`src/rtl/ram_arb_pkg.sv`:
```
// ram_arb_pkg
// Shared definitions for the RAM port arbiter slice:
//   DEF_ADDR_W / DEF_DATA_W / DEF_PARK_ADDR : default geometry of the 64x8 RAM
//   arb_state_t                             : controller FSM states
//   req_id_t                                : requester identifier (two requesters)
//   gnt_to_id()                             : one-hot grant to requester id
package ram_arb_pkg;

  localparam int DEF_ADDR_W    = 6;
  localparam int DEF_DATA_W    = 8;
  localparam int DEF_PARK_ADDR = 63;

  typedef enum logic [1:0] {
    ST_INIT  = 2'd0,
    ST_RUN   = 2'd1,
    ST_DRAIN = 2'd2,
    ST_CLR   = 2'd3
  } arb_state_t;

  typedef logic req_id_t;

  // Grants are one-hot or zero, so bit 1 alone identifies the winner.
  function automatic req_id_t gnt_to_id(input logic [1:0] gnt);
    return gnt[1];
  endfunction

endpackage

```
`src/rtl/rr_arb2.sv`:
```
// rr_arb2
// Two-way round-robin arbiter with a registered priority pointer.
// Ports:
//   clk, rst  : clock, asynchronous active-high reset
//   req[1:0]  : request per requester
//   advance   : arbitration enabled this cycle; no grant when low
//   gnt[1:0]  : combinational grant, one-hot or zero
module rr_arb2 (
  input  logic       clk,
  input  logic       rst,
  input  logic [1:0] req,
  input  logic       advance,
  output logic [1:0] gnt
);

  // ptr=0 favours requester 0 on a tie, ptr=1 favours requester 1.
  logic ptr;

  always_comb begin
    gnt = 2'b00;
    if (advance) begin
      case (req)
        2'b01:   gnt = 2'b01;
        2'b10:   gnt = 2'b10;
        2'b11:   gnt = ptr ? 2'b10 : 2'b01;
        default: gnt = 2'b00;
      endcase
    end
  end

  // After serving requester i, priority passes to the other one.
  always_ff @(posedge clk or posedge rst) begin
    if (rst) begin
      ptr <= 1'b0;
    end else if (|gnt) begin
      ptr <= gnt[0];
    end
  end

endmodule

```
`src/rtl/ram_port_arbiter.sv`:
```
// ram_port_arbiter
// Shares a 64x8 dual-port RAM (one write port, one registered read port,
// synchronous RAM reset) between two requesters. The write and read ports are
// arbitrated independently, RAM clears are sequenced at power-up and on
// request, and read data is returned tagged to the requester that asked.
// Ports:
//   clk, rst                   : clock, asynchronous active-high reset
//   wr_req/wr_addr/wr_data     : per-requester write requests (slice i = req i)
//   wr_gnt                     : combinational write grant
//   rd_req/rd_addr             : per-requester read requests
//   rd_gnt                     : combinational read grant
//   rd_rsp_valid/rd_rsp_data   : registered read response, 3 cycles after grant
//   clr_req/clr_done           : clear request (level) / completion pulse
//   err_park                   : pulse when a write to PARK_ADDR was dropped
//   ram_*                      : RAM interface (ram_dout is the only input)
module ram_port_arbiter
  import ram_arb_pkg::*;
#(
  parameter int ADDR_W = DEF_ADDR_W,
  parameter int DATA_W = DEF_DATA_W,
  parameter logic [ADDR_W-1:0] PARK_ADDR = ADDR_W'(DEF_PARK_ADDR)
) (
  input  logic                clk,
  input  logic                rst,
  input  logic [1:0]          wr_req,
  input  logic [2*ADDR_W-1:0] wr_addr,
  input  logic [2*DATA_W-1:0] wr_data,
  output logic [1:0]          wr_gnt,
  input  logic [1:0]          rd_req,
  input  logic [2*ADDR_W-1:0] rd_addr,
  output logic [1:0]          rd_gnt,
  output logic [1:0]          rd_rsp_valid,
  output logic [DATA_W-1:0]   rd_rsp_data,
  input  logic                clr_req,
  output logic                clr_done,
  output logic                err_park,
  output logic                ram_rst,
  output logic                ram_we_en,
  output logic [ADDR_W-1:0]   ram_we_addr,
  output logic [DATA_W-1:0]   ram_din,
  output logic                ram_rd_en,
  output logic [ADDR_W-1:0]   ram_re_addr,
  input  logic [DATA_W-1:0]   ram_dout
);

  arb_state_t state, state_next;
  logic grant_en;

  req_id_t wr_id, rd_id;
  logic [ADDR_W-1:0] wr_sel_addr, rd_sel_addr;
  logic [DATA_W-1:0] wr_sel_data;
  logic wr_issue, wr_park;

  // Read pipeline: ram_rd_en doubles as the stage-1 valid bit.
  req_id_t s1_id, s2_id;
  logic    s2_valid;

  rr_arb2 u_wr_arb (
    .clk     (clk),
    .rst     (rst),
    .req     (wr_req),
    .advance (grant_en),
    .gnt     (wr_gnt)
  );

  rr_arb2 u_rd_arb (
    .clk     (clk),
    .rst     (rst),
    .req     (rd_req),
    .advance (grant_en),
    .gnt     (rd_gnt)
  );

  assign wr_id       = gnt_to_id(wr_gnt);
  assign rd_id       = gnt_to_id(rd_gnt);
  assign wr_sel_addr = wr_id ? wr_addr[2*ADDR_W-1:ADDR_W] : wr_addr[ADDR_W-1:0];
  assign wr_sel_data = wr_id ? wr_data[2*DATA_W-1:DATA_W] : wr_data[DATA_W-1:0];
  assign rd_sel_addr = rd_id ? rd_addr[2*ADDR_W-1:ADDR_W] : rd_addr[ADDR_W-1:0];
  assign wr_issue    = |wr_gnt;
  // The RAM zeroes PARK_ADDR on every idle cycle, so a real write there is
  // meaningless; it is granted (to keep the requester moving) but dropped.
  assign wr_park     = wr_issue && (wr_sel_addr == PARK_ADDR);

  always_ff @(posedge clk or posedge rst) begin
    if (rst) begin
      state <= ST_INIT;
    end else begin
      state <= state_next;
    end
  end

  // ram_rst is decoded from the state so it is already high while rst is
  // asserted and for the single INIT cycle after release.
  always_comb begin
    state_next = state;
    ram_rst    = 1'b0;
    grant_en   = 1'b0;
    case (state)
      ST_INIT: begin
        ram_rst    = 1'b1;
        state_next = ST_RUN;
      end
      ST_RUN: begin
        if (clr_req) begin
          state_next = ST_DRAIN;
        end else begin
          grant_en = 1'b1;
        end
      end
      ST_DRAIN: begin
        if (!ram_rd_en && !s2_valid) begin
          state_next = ST_CLR;
        end
      end
      ST_CLR: begin
        ram_rst    = 1'b1;
        state_next = ST_RUN;
      end
      default: state_next = ST_INIT;
    endcase
  end

  // Write issue register: when nothing is written the address parks so the
  // RAM's idle zero-write lands on the scratch location.
  always_ff @(posedge clk or posedge rst) begin
    if (rst) begin
      ram_we_en   <= 1'b0;
      ram_we_addr <= PARK_ADDR;
      ram_din     <= '0;
      err_park    <= 1'b0;
    end else begin
      ram_we_en   <= wr_issue && !wr_park;
      ram_we_addr <= (wr_issue && !wr_park) ? wr_sel_addr : PARK_ADDR;
      ram_din     <= (wr_issue && !wr_park) ? wr_sel_data : '0;
      err_park    <= wr_park;
    end
  end

  // Read pipeline: issue (stage 1), RAM output valid (stage 2), response.
  always_ff @(posedge clk or posedge rst) begin
    if (rst) begin
      ram_rd_en    <= 1'b0;
      ram_re_addr  <= '0;
      s1_id        <= 1'b0;
      s2_valid     <= 1'b0;
      s2_id        <= 1'b0;
      rd_rsp_valid <= 2'b00;
      rd_rsp_data  <= '0;
      clr_done     <= 1'b0;
    end else begin
      ram_rd_en <= |rd_gnt;
      if (|rd_gnt) begin
        ram_re_addr <= rd_sel_addr;
        s1_id       <= rd_id;
      end
      s2_valid     <= ram_rd_en;
      s2_id        <= s1_id;
      rd_rsp_valid <= s2_valid ? (s2_id ? 2'b10 : 2'b01) : 2'b00;
      if (s2_valid) begin
        rd_rsp_data <= ram_dout;
      end
      clr_done <= (state == ST_CLR);
    end
  end

endmodule

```
`config.mk`:
```
export PLATFORM = sky130hd
export DESIGN_NAME = ram_port_arbiter
export DESIGN_NICKNAME = d
export VERILOG_FILES = /design/src/rtl/ram_arb_pkg.sv /design/src/rtl/rr_arb2.sv /design/src/rtl/ram_port_arbiter.sv
export SDC_FILE = /design/constraint.sdc
export NUM_CORES = 1
export LEC_CHECK = 0
export ABC_AREA = 0
export BUFFER_PORTS_ARGS = -buffer_cell sky130_fd_sc_hd__buf_2
export CORE_UTILIZATION = 47
export DETAILED_ROUTE_END_ITERATION = 7
export PLACE_DENSITY = 0.83
export SYNTH_ARGS = -nofsm -noshare
export SYNTH_HDL_FRONTEND = slang
export SYNTH_HIERARCHICAL = 1
export SYNTH_SLANG_ARGS = --single-unit
```
`constraint.sdc`:
```
create_clock -name clk -period 4.05 [get_ports clk]
set_clock_uncertainty 0.05 [all_clocks]
set_input_delay 0.405 -clock clk [delete_from_list [all_inputs] [get_ports clk]]
set_output_delay 0.405 -clock clk [all_outputs]
set_load 0.05 [all_outputs]
```
* Word level (Yosys, flattened, before mapping)
Cells that the tools add are included.
** Word-level totals
- Flip-flop bits (word level) :: 41
- Latch bits :: 0
- Bits in writable memories :: 0
- Word-level logic and storage cells :: 57
- Input port bits :: 55
- Output and inout bits :: 39
- Bits in read-only memories :: 0
- Memories kept :: 0
** Operators by class
- $add $sub $neg :: 0
- Multiply operators :: 0
- $lt $le $gt $ge :: 0
- Shift operators :: 0
- Bitwise logic cells :: 0
- Equality and inequality tests :: 12
- Div/mod/pow operators :: 0
- Multiplexer cells :: 19
- Reduce and logical (&&, ||, !) cells :: 11
** Operators with widths (count)
- 6-bit two-way mux :: 3
- 2-bit case mux with 3 select lines :: 3
- 2-bit two-way mux :: 8
- 8-bit two-way mux :: 2
- 2-bit equality test (second input constant) :: 6
- 2-bit by 1-bit equality test with 1-bit output (second input constant) :: 3
- 6-bit equality test (second input constant) :: 1
- 2-bit OR reduction :: 3
- 2-bit != test (second input constant) :: 2
- 1-bit logical AND :: 3
- 1-bit zero test :: 3
- 1-bit two-way mux :: 3
- 2-bit zero test :: 1
- 2-bit AND reduction :: 1

* Logic depth before layout (Yosys ltp)
Gate-level depths: netlist of the first run.
- Word-level depth :: 9
- Mapped depth :: 9
- Depth with buffers taken out :: 8

* Modules after synthesis
Netlist of the first run, hierarchy kept.
** Modules (own cells, without submodules)
- ram_port_arbiter :: times used 1, area an instance 1606.5 sq um, cells an instance 128
- rr_arb2 :: times used 2, area an instance 65.1 sq um, cells an instance 9

* Worst setup path before layout of the first run
Ideal clock, no wire load.
- Path kind :: register to register
- Start :: reg state[1]
- End :: reg ram_din[0]
- Required time :: 3.918 ns
- Path buffers :: 1
- Slack :: 1.382 ns
- Stages on the path, launching flop included :: 10
- Clock period less this slack :: 2.668 ns
- Arrival :: 2.535 ns
- Path through :: dfrtp_1 inv_1 ha_1 nor2b_1 nand2_1 a21oi_1 nor2b_4 buf_6 nand2_1 o22ai_1
** Between the ends
- Elaborated cells between the ends (all ways) :: 11
- Classes of those cells :: eq/ne (2); mux (5); reduce/logical (4)
** RTL lines
- start: declaration :: RTL line ram_port_arbiter.sv:46 : arb_state_t state, state_next;
- start signal: assignment :: RTL line ram_port_arbiter.sv:88 : state <= state_next;
- 2-bit by 1-bit equality test with 1-bit output * :: RTL line ram_port_arbiter.sv:98 : case (state)
- 1-bit two-way mux * :: RTL line ram_port_arbiter.sv:98
- named net grant_en :: RTL line ram_port_arbiter.sv:47 : logic grant_en;
- 2-bit two-way mux * :: RTL line rr_arb2.sv:21 : if (advance) begin
- named net wr_gnt[0] :: RTL line ram_port_arbiter.sv:28 : output logic [1:0] wr_gnt,
- 2-bit OR reduction * :: RTL line ram_port_arbiter.sv:79 : assign wr_issue = |wr_gnt;
- 1-bit logical AND :: RTL line ram_port_arbiter.sv:82 : assign wr_park = wr_issue && (wr_sel_addr == PARK_ADDR);
- 1-bit zero test :: RTL line ram_port_arbiter.sv:134 : ram_din <= (wr_issue && !wr_park) ? wr_sel_data : '0;
- 1-bit logical AND * :: RTL line ram_port_arbiter.sv:134
- 8-bit two-way mux * :: RTL line ram_port_arbiter.sv:134
- end signal: assignment :: RTL line ram_port_arbiter.sv:134
- end: declaration :: RTL line ram_port_arbiter.sv:40 : output logic [DATA_W-1:0] ram_din,
The timed path passes the listed nets; every way through them passes the cells marked *.
A chain may end at the register's enable or synchronous reset.

* Worst setup path after layout of the first run
- Start :: reg state[1]
- End :: out wr_gnt[0]
** Between the ends
- Word-level cells in the longest chain between the ends :: 3
** RTL lines (RTL line)
- 2-bit by 1-bit equality test with 1-bit output :: ram_port_arbiter.sv:98
- 1-bit two-way mux :: ram_port_arbiter.sv:98
- named net grant_en :: ram_port_arbiter.sv:47
- 2-bit two-way mux :: rr_arb2.sv:21
- end: declaration :: ram_port_arbiter.sv:28
The timed path passes the listed nets, and every way through them passes these cells.

==> results of run 1 <==
[metrics by stage]
| stage | std cells | instance area, sq um |
|---|---|---|
| after global placement | 284 | 2250 |
| after CTS | 293 | 2380 |
| after global routing | 293 | 2380 |
| after floorplan | 146 | 1740 |
| final | 293 | 2380 |
| after detailed placement | 284 | 2250 |
[area by class of cell]
class	instances	area (sq um)
Timing Repair Buffer	98	505
Clock buffer	7	86.3
Clock inverter	1	30.0
Multi-Input combinational cell	91	628
Inverter	9	38.8
Tap cell	46	57.6
Fill cell	286	1060
Sequential cell	41	1030
[per-layer routing]
layer / global-route usage / vias to the layer above / share of wire
li1: - / 698 / -
met1: 0.252 / 654 / 0.43
met2: 0.332 / 49 / 0.50
met3: 0.0383 / 10 / 0.047
met4: 0.110 / 0 / 0.023
met5: 0 / - / 0
[report_power, final]
part | internal, uW | switching (uW)
Sequential | 551 | 70.7
Clock | 201 | 131
Combinational | 226 | 601
[what timing repair did]
action	CTS	global route
hold buffers	1	0
hold endpoints to repair	2	0
buffers inserted	0	0
[registers in the layout (all words and copies together), names as in the netlist]
signal        cells
ram_we_addr       6
ram_re_addr       6
rd_rsp_data       8
s1_id             1
u_rd_arb/ptr      1
state             2
u_wr_arb/ptr      1
s2_valid          1
ram_we_en         1
s2_id             1
err_park          1
clr_done          1
rd_rsp_valid      2
ram_rd_en         1
ram_din           8
[cell usage after synthesis (4+ instances only)]
master	instances
mux2i_1	8
o22a_1	6
mux2_2	8
nand2_1	28
a21oi_1	4
dfstp_2	6
ha_1	4
o22ai_1	9
inv_1	8
o21ai_0	6
dfrtp_1	35
[worst max-delay path, delay by kind of cell, from the launching register on]
family                   cells  cell delay [ns]
AND/OR/NAND/NOR              2             0.49
buffers and inverters        2             0.45
flip-flops                   1             0.40
AO/OA/AOI/OAI                1             0.31
adder cells (fa/ha/maj)      1             0.15
[final timing paths]
check	from	end	slack [ns]
max	state[1]$_DFFE_PP0P_	wr_gnt[0]	1.51
min	rd_addr[10]	ram_re_addr[4]$_DFFE_PP0P_	0.26
max reg2reg	state[1]$_DFFE_PP0P_	ram_din[7]$_DFF_PP0_	1.87
min reg2reg	s1_id$_DFFE_PP0P_	s2_id$_DFF_PP0_	0.33
max in group asynchronous	rst	ram_we_addr[5]$_DFF_PP1_	2.45
min in group asynchronous	rst	u_rd_arb/ptr$_DFFE_PP0P_	0.48
[logic make-up (layout without fill, tap and decap cells)]
kind of cell | count (synthesis) | count (layout) | synth area share
adder cells (fa/ha/maj) | 4 | 4 | 0.0288
buffers and inverters | 14 | 115 | 0.0432
flip-flops | 41 | 41 | 0.595
AND/OR/NAND/NOR | 41 | 41 | 0.120
AO/OA/AOI/OAI | 30 | 30 | 0.115
multiplexers | 16 | 16 | 0.0980
==> impl_summary.log, run 1 <==
INFO  metric status = completed
INFO  metric sequential_share_of_the_synthesized_area = 0.595
INFO  metric avgRoutedWirePerCell = 12.4 microns
INFO  metric layout-area-overhead-vs-synth = 37.0%
INFO  metric max_cap_viol_count = 0
INFO  metric grt_start_max_net_pins = 22
INFO  metric cp_data_required_time = 3.60 ns
INFO  metric globalRoute.totalOverflow = 0
INFO  metric number_of_gates_resized_after_cts = 0
INFO  metric floorplan.die.height = 62.8 microns
INFO  metric antenna_found_initial = 0
INFO  metric crit_path_cell_trace = inv_1 > ha_1 > nor2b_1 > nand2_1 > a21oi_1 > buf_2
INFO  metric synthesis.nets = 205
INFO  metric grt_pass1_vias = 1314
INFO  metric clock_root_cell = clkbuf_8
INFO  metric core-area = 3440 sq um
INFO  metric cellLeakagePower = 0.00122 uW
INFO  metric clock.fmax = 0.394 GHz
INFO  metric setup-violations-final = 0
INFO  metric synthesis.yosys.warnings = 6
INFO  metric hold_viol_final = 0
INFO  metric synth.lib_cells_used.distinct = 28
INFO  metric final_common_cell = buf_2
INFO  metric portBuffers = 93
INFO  metric cell_types_occupying_the_most_area_after_synthesis = dfrtp_1, dfstp_2, nand2_1, mux2_2, mux2i_1
INFO  metric drt_iter0_drc = 67
INFO  metric track_usage = 0.202
INFO  metric setup_total_negative_slack = 0 ns
INFO  metric critical_path.startpoint_type = flip-flop
INFO  metric htree_num_levels = 2
INFO  metric wire_length_of_the_first_global_routing_pass = 6010 microns
INFO  metric cts.path.max_buffers = 2
INFO  metric grt_setup_unrepaired = false
INFO  metric cp_slowest_cell = dfrtp_1
INFO  metric clock_insertion_delay_worst_skew = 0.29 ns
INFO  metric num_io_pins = 94
INFO  metric cts_sinks = 41
INFO  metric period_share = 0.627
INFO  metric via_per_inst = 4.82
INFO  metric gp_congestion = 0.832
INFO  metric slew_violations = 0
INFO  metric hold_ws = 0.264 ns
INFO  metric finished_core_util = 0.691
INFO  metric rows = 21
INFO  metric initial_utilization = 0.505
INFO  metric synth_ff_type = dfrtp_1
INFO  metric hold_critical_path_depth = 3
INFO  metric arrival = 2.08 ns
INFO  metric post_synth_inst_count = 146
INFO  metric die_w = 62.8 microns
INFO  metric cp_slowest_stage_delay = 0.40 ns
INFO  metric diodes = 0
INFO  metric critical_path.max_fanout = 7
INFO  metric avgSynthCellArea = 11.9 sq um
INFO  metric route.final.wire_length = 3640 microns
INFO  metric hpwlAfterDp = 2810 microns
INFO  metric async_reset_ff_frac = 1.00
INFO  metric ys_seq_elements = 41
INFO  metric synth_area_leader_cell = dfrtp_1
INFO  metric timing.reg2reg.worst_path_depth = 8
INFO  metric maxSlewHeadroom = 0.575
INFO  metric cts.clk_slew.worst_paths = 0.07 ns
INFO  metric critical_setup_path_kind = reg -> out
INFO  metric drive_above_1_share = 0.514
INFO  metric synth_edf_count = 0
INFO  metric remaining_drc_errors = 0
INFO  metric drt_pass1_iterations = 4
INFO  metric antenna_violating_nets_post_route = 0
INFO  metric dpl_worst_slack = 1.81 ns
INFO  metric route.vias.total = 1411
INFO  metric report.power.total = 1780 uW
INFO  metric die_area = 3940 sq um
INFO  metric layout.nets = 305
INFO  metric vdd_drop_max = 0.000390 V
INFO  metric pd_cells = 748 nW/um^2
INFO  metric hold_path.class = in -> reg
INFO  metric worst_slew_pin_slew = 0.637 ns
INFO  metric cts_tree = done
INFO  metric final_critical_path_setup_slack = 1.51 ns
INFO  metric total_cts_buffers = 5
INFO  metric mostFrequentLayoutCells = buf_2, dfrtp_1, nand2_1, o22ai_1
INFO  metric synth.cell_area = 1740 sq um
INFO  metric min_period = 2.54 ns
INFO  metric endpoint_kind = output port
INFO  metric yosys.area.top_type_share = 0.504
No activity file was read; power rests on OpenSTA's default activity.
==> run 2: changes to the inputs <==
--- a/config.mk
+++ b/config.mk
@@ -7,9 +7,9 @@
 export LEC_CHECK = 0
 export ABC_AREA = 0
 export BUFFER_PORTS_ARGS = -buffer_cell sky130_fd_sc_hd__buf_2
-export CORE_UTILIZATION = 47
+export CORE_UTILIZATION = 40
 export DETAILED_ROUTE_END_ITERATION = 7
-export PLACE_DENSITY = 0.83
+export PLACE_DENSITY = 0.75
 export SYNTH_ARGS = -nofsm -noshare
 export SYNTH_HDL_FRONTEND = slang
 export SYNTH_HIERARCHICAL = 1
==> constraint.sdc (replaced) <==
create_clock -name clk -period 2 [get_ports clk]
set_clock_uncertainty 0.05 [all_clocks]
set_input_delay 0.2 -clock clk [delete_from_list [all_inputs] [get_ports clk]]
set_output_delay 0.2 -clock clk [all_outputs]
set_load 0.05 [all_outputs]
==> run 2 against run 1 <==
Compared with the run above: final cell count rose by 3.1%; setup slack got worse by 1.4 ns; count of clock-buffer cells in the layout did not move; die area rose by 17%; worst hold slack got worse by 0.21 ns; sequential share of layout area fell by 1.9 points; critical path depth did not move; register-to-register slack got worse by 1.7 ns; power rose by 110%; sequential power rose by 100%; core utilization fell by 8.3 points; combinational power rose by 110%.
==> impl_summary.log, run 2 (synthesis gave the netlist of run 1 again) <==
INFO  metric cts.path.max_buffers = 2 (unchanged)
INFO  metric vdd_drop_max = 0.000711 V (+82%)
INFO  metric pwr-share-comb = 0.473 (+0.009)
INFO  metric gp_congestion = 0.749 (-10%)
INFO  metric route.layer.met1.wl = 1610 microns (+2.0%)
INFO  metric diodes = 0 (unchanged)
INFO  metric maxSlewHeadroom = 0.671 (+0.0955)
INFO  metric track_usage = 0.168 (-0.0348)
INFO  metric wire_length_of_the_first_global_routing_pass = 5550 microns (-7.6%)
INFO  metric final_critical_path_setup_slack = 0.0798 ns (-1.43 ns)
INFO  metric layout.area.seq = 1030 sq um (unchanged)
INFO  metric slew_violations = 0 (unchanged)
INFO  metric cellInternalPower = 2020 uW (+110%)
INFO  metric top_layer = met4
INFO  metric numPlacedInstances = 288 (+1.4%)
INFO  metric via_per_inst = 4.80 (-0.37%)
INFO  metric mostFrequentLayoutCells = buf_2, dfrtp_1, nand2_1, o22ai_1
INFO  metric critical_path.startpoint_type = flip-flop
INFO  metric die_area = 4610 sq um (+17%)
INFO  metric power_switching = 1670 uW (+110%)
INFO  metric antenna_violating_nets_post_route = 0 (unchanged)
INFO  metric num_io_pins = 94 (unchanged)
INFO  metric dpl_worst_slack = 0.106 ns (-1.70 ns)
INFO  metric min_period = 1.92 ns
INFO  metric timing.reg2reg.worst_path_depth = 9 (+1)
INFO  metric die_w = 67.9 microns (+8.1%)
INFO  metric clock.fmax = 0.521 GHz
INFO  metric status = completed
INFO  metric route.final.wire_length = 3870 microns (+6.2%)
INFO  metric cts_tree = done
INFO  metric period_share = 0.960
INFO  metric hold_path.class = in -> reg
INFO  metric multi_input_combinational_cell_area = 682 sq um (+8.6%)
INFO  metric arrival = 1.67 ns (-0.41 ns)
INFO  metric layout.filler_cells = 354 (+24%)
INFO  metric pwr-share-clk = 0.184 (-0.003)
INFO  metric grt_pass1_vias = 1282 (-2.4%)
INFO  metric hold_critical_path_depth = 3 (unchanged)
INFO  metric layout.nets = 310 (+1.6%)
INFO  metric remaining_drc_errors = 0 (unchanged)
INFO  metric clock_insertion_delay_worst_skew = 0.29 ns (about the same)
INFO  metric endpoint_kind = output port
INFO  metric grt_start_max_net_pins = 40 (+82%)
INFO  metric final_common_cell = buf_2
INFO  metric biggest_regs = ram_din x8, rd_rsp_data x8
INFO  metric route.vias.total = 1449 (+2.7%)
INFO  metric worst_slew_pin_slew = 0.494 ns (-0.143 ns)
INFO  metric hold_viol_final = 0 (unchanged)
INFO  metric critical_path.max_fanout = 7 (unchanged)
INFO  metric max_cap_viol_count = 0 (unchanged)
INFO  metric critical_setup_path_kind = reg -> out
INFO  metric antenna_found_initial = 0 (unchanged)
INFO  metric cts_sinks = 41 (unchanged)
INFO  metric met2_wirelength = 2020 microns (+12%)
INFO  metric grt_setup_unrepaired = true
INFO  metric setup-violations-final = 0 (unchanged)
INFO  metric clock_root_cell = clkbuf_8
INFO  metric detail_route_met3_wl = 163 microns (-5.8%)
INFO  metric cellLeakagePower = 0.00125 uW (+2.7%)
INFO  metric hpwlAfterDp = 2800 microns (-0.33%)
INFO  metric avgRoutedWirePerCell = 12.8 microns (+3.1%)
INFO  metric globalRoute.totalOverflow = 0 (unchanged)
INFO  metric initial_utilization = 0.425 (-0.0796)
INFO  metric portBuffers = 93 (unchanged)
INFO  metric fin_cells = 302 (+3.1%)
INFO  metric cts.clk_slew.worst_paths = 0.07 ns (about the same)
INFO  metric pd_cells = 1490 nW/um^2 (+98%)
INFO  metric htree_num_levels = 2 (unchanged)
INFO  metric sequential_share_of_power = 0.342 (-0.007)
INFO  metric drt_iter0_drc = 47 (-30%)
INFO  metric total_cts_buffers = 5 (unchanged)
INFO  metric floorplan.die.height = 67.9 microns (+8.1%)
INFO  metric core-area = 4090 sq um (+19%)
INFO  metric drive_above_1_share = 0.544 (+0.0295)
INFO  metric switching_share = 0.452 (+0.00103)
INFO  metric layout-area-overhead-vs-synth = 43.2%
INFO  metric cp_data_required_time = 1.75 ns (-1.85 ns)
INFO  metric rows = 23 (+9.5%)
INFO  metric drt_pass1_iterations = 4 (unchanged)
## run 2: cell types whose count changed in the layout (fill, tap and decap cells not counted), sizes merged
cell   change
buf        +4
nor2b      +1
## run 2: stage by stage
| step | setup TNS, ns | cell area (sq um) | total power, uW | hold WS (ns) | utilization |
|---|---|---|---|---|---|
| after floorplan | 0 | 1780 | 2600 | -0.121 | - |
| after global placement | 0 | 2300 | 2970 | 0.00669 | 0.562 |
| after detailed placement | 0 | 2300 | 3000 | 0.00545 | 0.562 |
| after CTS | 0 | 2460 | 3720 | 0.0539 | 0.602 |
| after global routing | -0.0601 | 2490 | 3900 | 0.0690 | 0.609 |
| final | 0 | 2490 | 3690 | 0.0570 | 0.609 |
## run 2: power groups by stage
stage / clock network, uW / registers, uW / logic (uW)
6_report: 681 / 1260 / 1750
3_5_place_dp: 0 / 1280 / 1710
4_1_cts: 702 / 1270 / 1750
2_1_floorplan: 0 / 2010 / 596
3_3_place_gp: 0 / 1270 / 1690
5_1_grt: 731 / 1300 / 1860
## run 2: timing repair
| action | in CTS | in global routing |
|---|---|---|
| hold endpoints to repair | 4 | 0 |
| gates resized for setup | 6 | 1 |
| setup endpoints to repair | 3 | 7 |
| hold buffers | 1 | 0 |
| cloned | 0 | 1 |
| setup buffers | 2 | 2 |
## run 2: path summary, 6_finish.rpt
| path | start | to | slack (ns) |
|---|---|---|---|
| worst max-delay path | state[1]$_DFFE_PP0P_ | wr_gnt[0] | 0.08 |
| worst min-delay path | rd_addr[11] | ram_re_addr[5]$_DFFE_PP0P_ | 0.06 |
| worst max register to register | state[1]$_DFFE_PP0P_ | err_park$_DFF_PP0_ | 0.15 |
| worst min register to register | s1_id$_DFFE_PP0P_ | s2_id$_DFF_PP0_ | 0.34 |
| max in group asynchronous | rst | ram_we_addr[0]$_DFF_PP1_ | 1.01 |
| min in group asynchronous | rst | u_rd_arb/ptr$_DFFE_PP0P_ | 0.24 |
## run 2: layer usage
| metal | vias up | global-route usage |
|---|---|---|
| met4 | 0 | 0.0781 |
| met2 | 42 | 0.272 |
| li1 | 709 | - |
| met3 | 8 | 0.0533 |
| met1 | 690 | 0.201 |
| met5 | - | 0 |
## run 2: layout make-up
class                      count  area share
clock buffer                   7      0.0347
clock inverter                 1      0.0121
inverter                       9      0.0156
multi-input combinational     92       0.274
sequential                    41       0.415
tap                           50      0.0252
timing repair buffer         102       0.223
## run 2: critical path: stages, from the launching register on
cell and delay (ns):
dfrtp_1 0.40, inv_1 0.11, ha_1 0.16, nor2b_4 0.19
nand2_1 0.14, a21oi_4 0.20, buf_6 0.19
==> run 3: changes to the inputs <==
--- a/config.mk
+++ b/config.mk
@@ -10,6 +10,7 @@
 export CORE_UTILIZATION = 40
 export DETAILED_ROUTE_END_ITERATION = 7
 export PLACE_DENSITY = 0.75
+export SETUP_SLACK_MARGIN = 0.3
 export SYNTH_ARGS = -nofsm -noshare
 export SYNTH_HDL_FRONTEND = slang
 export SYNTH_HIERARCHICAL = 1
==> run 3 against run 2 <==
Compared with the run above: setup slack gained 0.13 ns; register-to-register slack gained 0.10 ns; fmax increased by 7.3%; first-iteration DRC count up 68%; non-clock buffer count rose by 9; worst hold slack improved by 0.0053 ns; critical path depth unchanged; via count fell by 0.28%; sequential share of layout area fell by 1.4 points; combinational power grew 9%; largest cell class unchanged; highest routed layer unchanged.
==> impl_summary.log, run 3 (synthesis gave the netlist of run 1 again) <==
INFO  metric drt_pass1_iterations = 2 (-2)
INFO  metric r2r_slack = 0.25 ns (+0.10 ns)
INFO  metric dpl_worst_slack = 0.152 ns (+0.0461 ns)
INFO  metric pwr-share-clk = 0.141 (-0.043)
INFO  metric mostFrequentLayoutCells = buf_2, dfrtp_1, nand2_1, buf_4, o22ai_1
INFO  metric vdd_drop_max = 0.000681 V (-4.3%)
INFO  metric drt_iter0_drc = 79 (+68%)
INFO  metric layout.nets = 318 (+2.6%)
INFO  metric hold_viol_final = 0 (unchanged)
INFO  metric numPlacedInstances = 288 (unchanged)
INFO  metric route.vias.total = 1445 (-0.28%)
INFO  metric grt_setup_unrepaired = true
INFO  metric grt_pass1_vias = 1384 (+8.0%)
INFO  metric die_area = 4610 sq um (unchanged)
INFO  metric pd_cells = 1440 nW/um^2 (-3.2%)
INFO  metric die_w = 67.9 microns (unchanged)
INFO  metric min_period = 1.79 ns (-0.131 ns)
INFO  metric timing.reg2reg.worst_path_depth = 8 (-1)
INFO  metric maxSlewHeadroom = 0.748 (+0.0775)
INFO  metric clock.fmax = 0.559 GHz (+7.3%)
INFO  metric min_delay_worst_endpoint = ram_re_addr[4]$_DFFE_PP0P_
INFO  metric worst_slew_pin_slew = 0.378 ns (-0.116 ns)
INFO  metric diodes = 0 (unchanged)
INFO  metric track_usage = 0.190 (+0.0222)
INFO  metric r2r_start = state[1]$_DFFE_PP0P_
INFO  metric setup_total_negative_slack = 0 ns (unchanged)
INFO  metric cts_tree = done
INFO  metric antenna_violating_nets_post_route = 0 (unchanged)
INFO  metric portBuffers = 93 (unchanged)
INFO  metric finished_core_util = 0.629 (+0.0205)
INFO  metric slew_violations = 0 (unchanged)
INFO  metric floorplan.die.height = 67.9 microns (unchanged)
INFO  metric layout-area-overhead-vs-synth = 48.1%
INFO  metric cts.path.max_buffers = 2 (unchanged)
INFO  metric antenna_found_initial = 0 (unchanged)
INFO  metric timing.rr.end = ram_din[2]$_DFF_PP0_
INFO  metric cellInternalPower = 1960 uW (-3.0%)
INFO  metric core-area = 4090 sq um (unchanged)
INFO  metric drive_above_1_share = 0.577 (+0.0333)
INFO  metric final_common_cell = buf_2
INFO  metric initial_utilization = 0.425 (unchanged)
INFO  metric sequential_share_of_power = 0.343 (about the same)
INFO  metric fin_cells = 310 (+2.6%)
INFO  metric cp_data_required_time = 1.75 ns (about the same)
INFO  metric htree_num_levels = 2 (unchanged)
INFO  metric pwr-share-comb = 0.516 (+0.043)
INFO  metric critical_path.max_fanout = 5 (-2)
INFO  metric worst_hold_startpoint = rd_addr[10]
INFO  metric route.final.wire_length = 4020 microns (+3.9%)
INFO  metric max_cap_viol_count = 0 (unchanged)
INFO  metric clock_insertion_delay_worst_skew = 0.29 ns (about the same)
INFO  metric period_share = 0.895 (-0.0654)
INFO  metric clock_root_cell = clkbuf_8
INFO  metric status = completed
INFO  metric switching_share = 0.468 (+0.0164)
INFO  metric num_io_pins = 94 (unchanged)
INFO  metric power_switching = 1730 uW (+3.6%)
INFO  metric critical_setup_path_kind = reg -> out
INFO  metric rows = 23 (unchanged)
INFO  metric total_cts_buffers = 5 (unchanged)
INFO  metric globalRoute.totalOverflow = 0 (unchanged)
INFO  metric remaining_drc_errors = 0 (unchanged)
INFO  metric endpoint_kind = output port
INFO  metric grt_start_max_net_pins = 22 (-45%)
INFO  metric hold_critical_path_depth = 3 (unchanged)
INFO  metric avgRoutedWirePerCell = 13.0 microns (+1.2%)
INFO  metric biggest_regs = ram_din x8, rd_rsp_data x8
INFO  metric cts_sinks = 41 (unchanged)
INFO  metric hpwlAfterDp = 2950 microns (+5.3%)
INFO  metric gp_congestion = 0.758 (+1.2%)
INFO  metric hold_path.class = in -> reg
INFO  metric wire_length_of_the_first_global_routing_pass = 6290 microns (+13%)
INFO  metric final_critical_path_setup_slack = 0.211 ns (+0.131 ns)
INFO  metric setup-violations-final = 0 (unchanged)
INFO  metric critical_path.startpoint_type = flip-flop
INFO  metric cts.clk_slew.worst_paths = 0.08 ns (about the same)
INFO  metric via_per_inst = 4.66 (-2.8%)
INFO  metric arrival = 1.54 ns (-0.13 ns)
INFO  metric cellLeakagePower = 0.00129 uW (+2.8%)
run 3: cell types whose count changed in the layout (fill, tap and decap cells not counted), sizes merged:
| cell | previous run | this run |
|---|---|---|
| nor2b | 4 | 3 |
| bufinv | 1 | 0 |
| clkbuf | 7 | 6 |
| clkinv | 0 | 2 |
| buf | 101 | 110 |
run 3: worst max path at each step:
stage,from,endpoint,slack (ns)
2_1_floorplan,state[1]$_DFFE_PP0P_,ram_din[0]$_DFF_PP0_,0.13
3_3_place_gp,state[1]$_DFFE_PP0P_,rd_gnt[0],0.21
3_5_place_dp,state[1]$_DFFE_PP0P_,rd_gnt[0],0.15
4_1_cts,state[1]$_DFFE_PP0P_,wr_gnt[0],0.24
5_1_grt,state[1]$_DFFE_PP0P_,wr_gnt[0],0.15
6_report,state[1]$_DFFE_PP0P_,wr_gnt[0],0.21
run 3: cell type report:
class                   count  area, sq um
inverters                   9         38.8
fillers                   338         1520
well taps                  50         62.6
clock inverters             2         10.0
flip-flops and latches     41         1030
clock buffers               6         72.6
multi-input cells          91          702
repair buffers            111          652
run 3: layer usage:
layer / GRT usage / wire, microns / vias up
met5: 0 / 0 / -
met2: 0.317 / 2090 / 48
li1: - / - / 725
met1: 0.229 / 1640 / 664
met4: 0.0703 / 46 / 0
met3: 0.0600 / 247 / 8
run 3: repair_timing:
action                                  in CTS  in global routing
pin swaps                                    1                  2
hold buffers                                 1                  0
endpoints found under the setup margin      19                 26
setup buffers                               10                  3
resized for setup                           11                  7
hold endpoints to repair                    35                  0
run 3: power groups by stage:
stage / sequential, uW / clock [uW] / combinational [uW]
floorplan: 2010 / 0 / 618
global placement: 1270 / 0 / 1710
detailed placement: 1290 / 0 / 1740
CTS: 1270 / 539 / 1880
global route: 1310 / 568 / 2030
finish: 1270 / 521 / 1910
run 3: critical path, cell delays in order (launching register included):
cell,delay [ns]
dfrtp_1,0.40
inv_2,0.09
ha_4,0.12
nor2b_4,0.20
nand2_2,0.10
a21oi_4,0.18
buf_8,0.17
run 3: metrics by stage:
step	instance area [sq um]	hold slack, ns	power (uW)
after floorplan	1800	-0.121	2630
after global placement	2310	0.00652	2990
after detailed placement	2310	0.0146	3030
after CTS	2530	0.0517	3680
after global routing	2570	0.0784	3900
final	2570	0.0623	3690
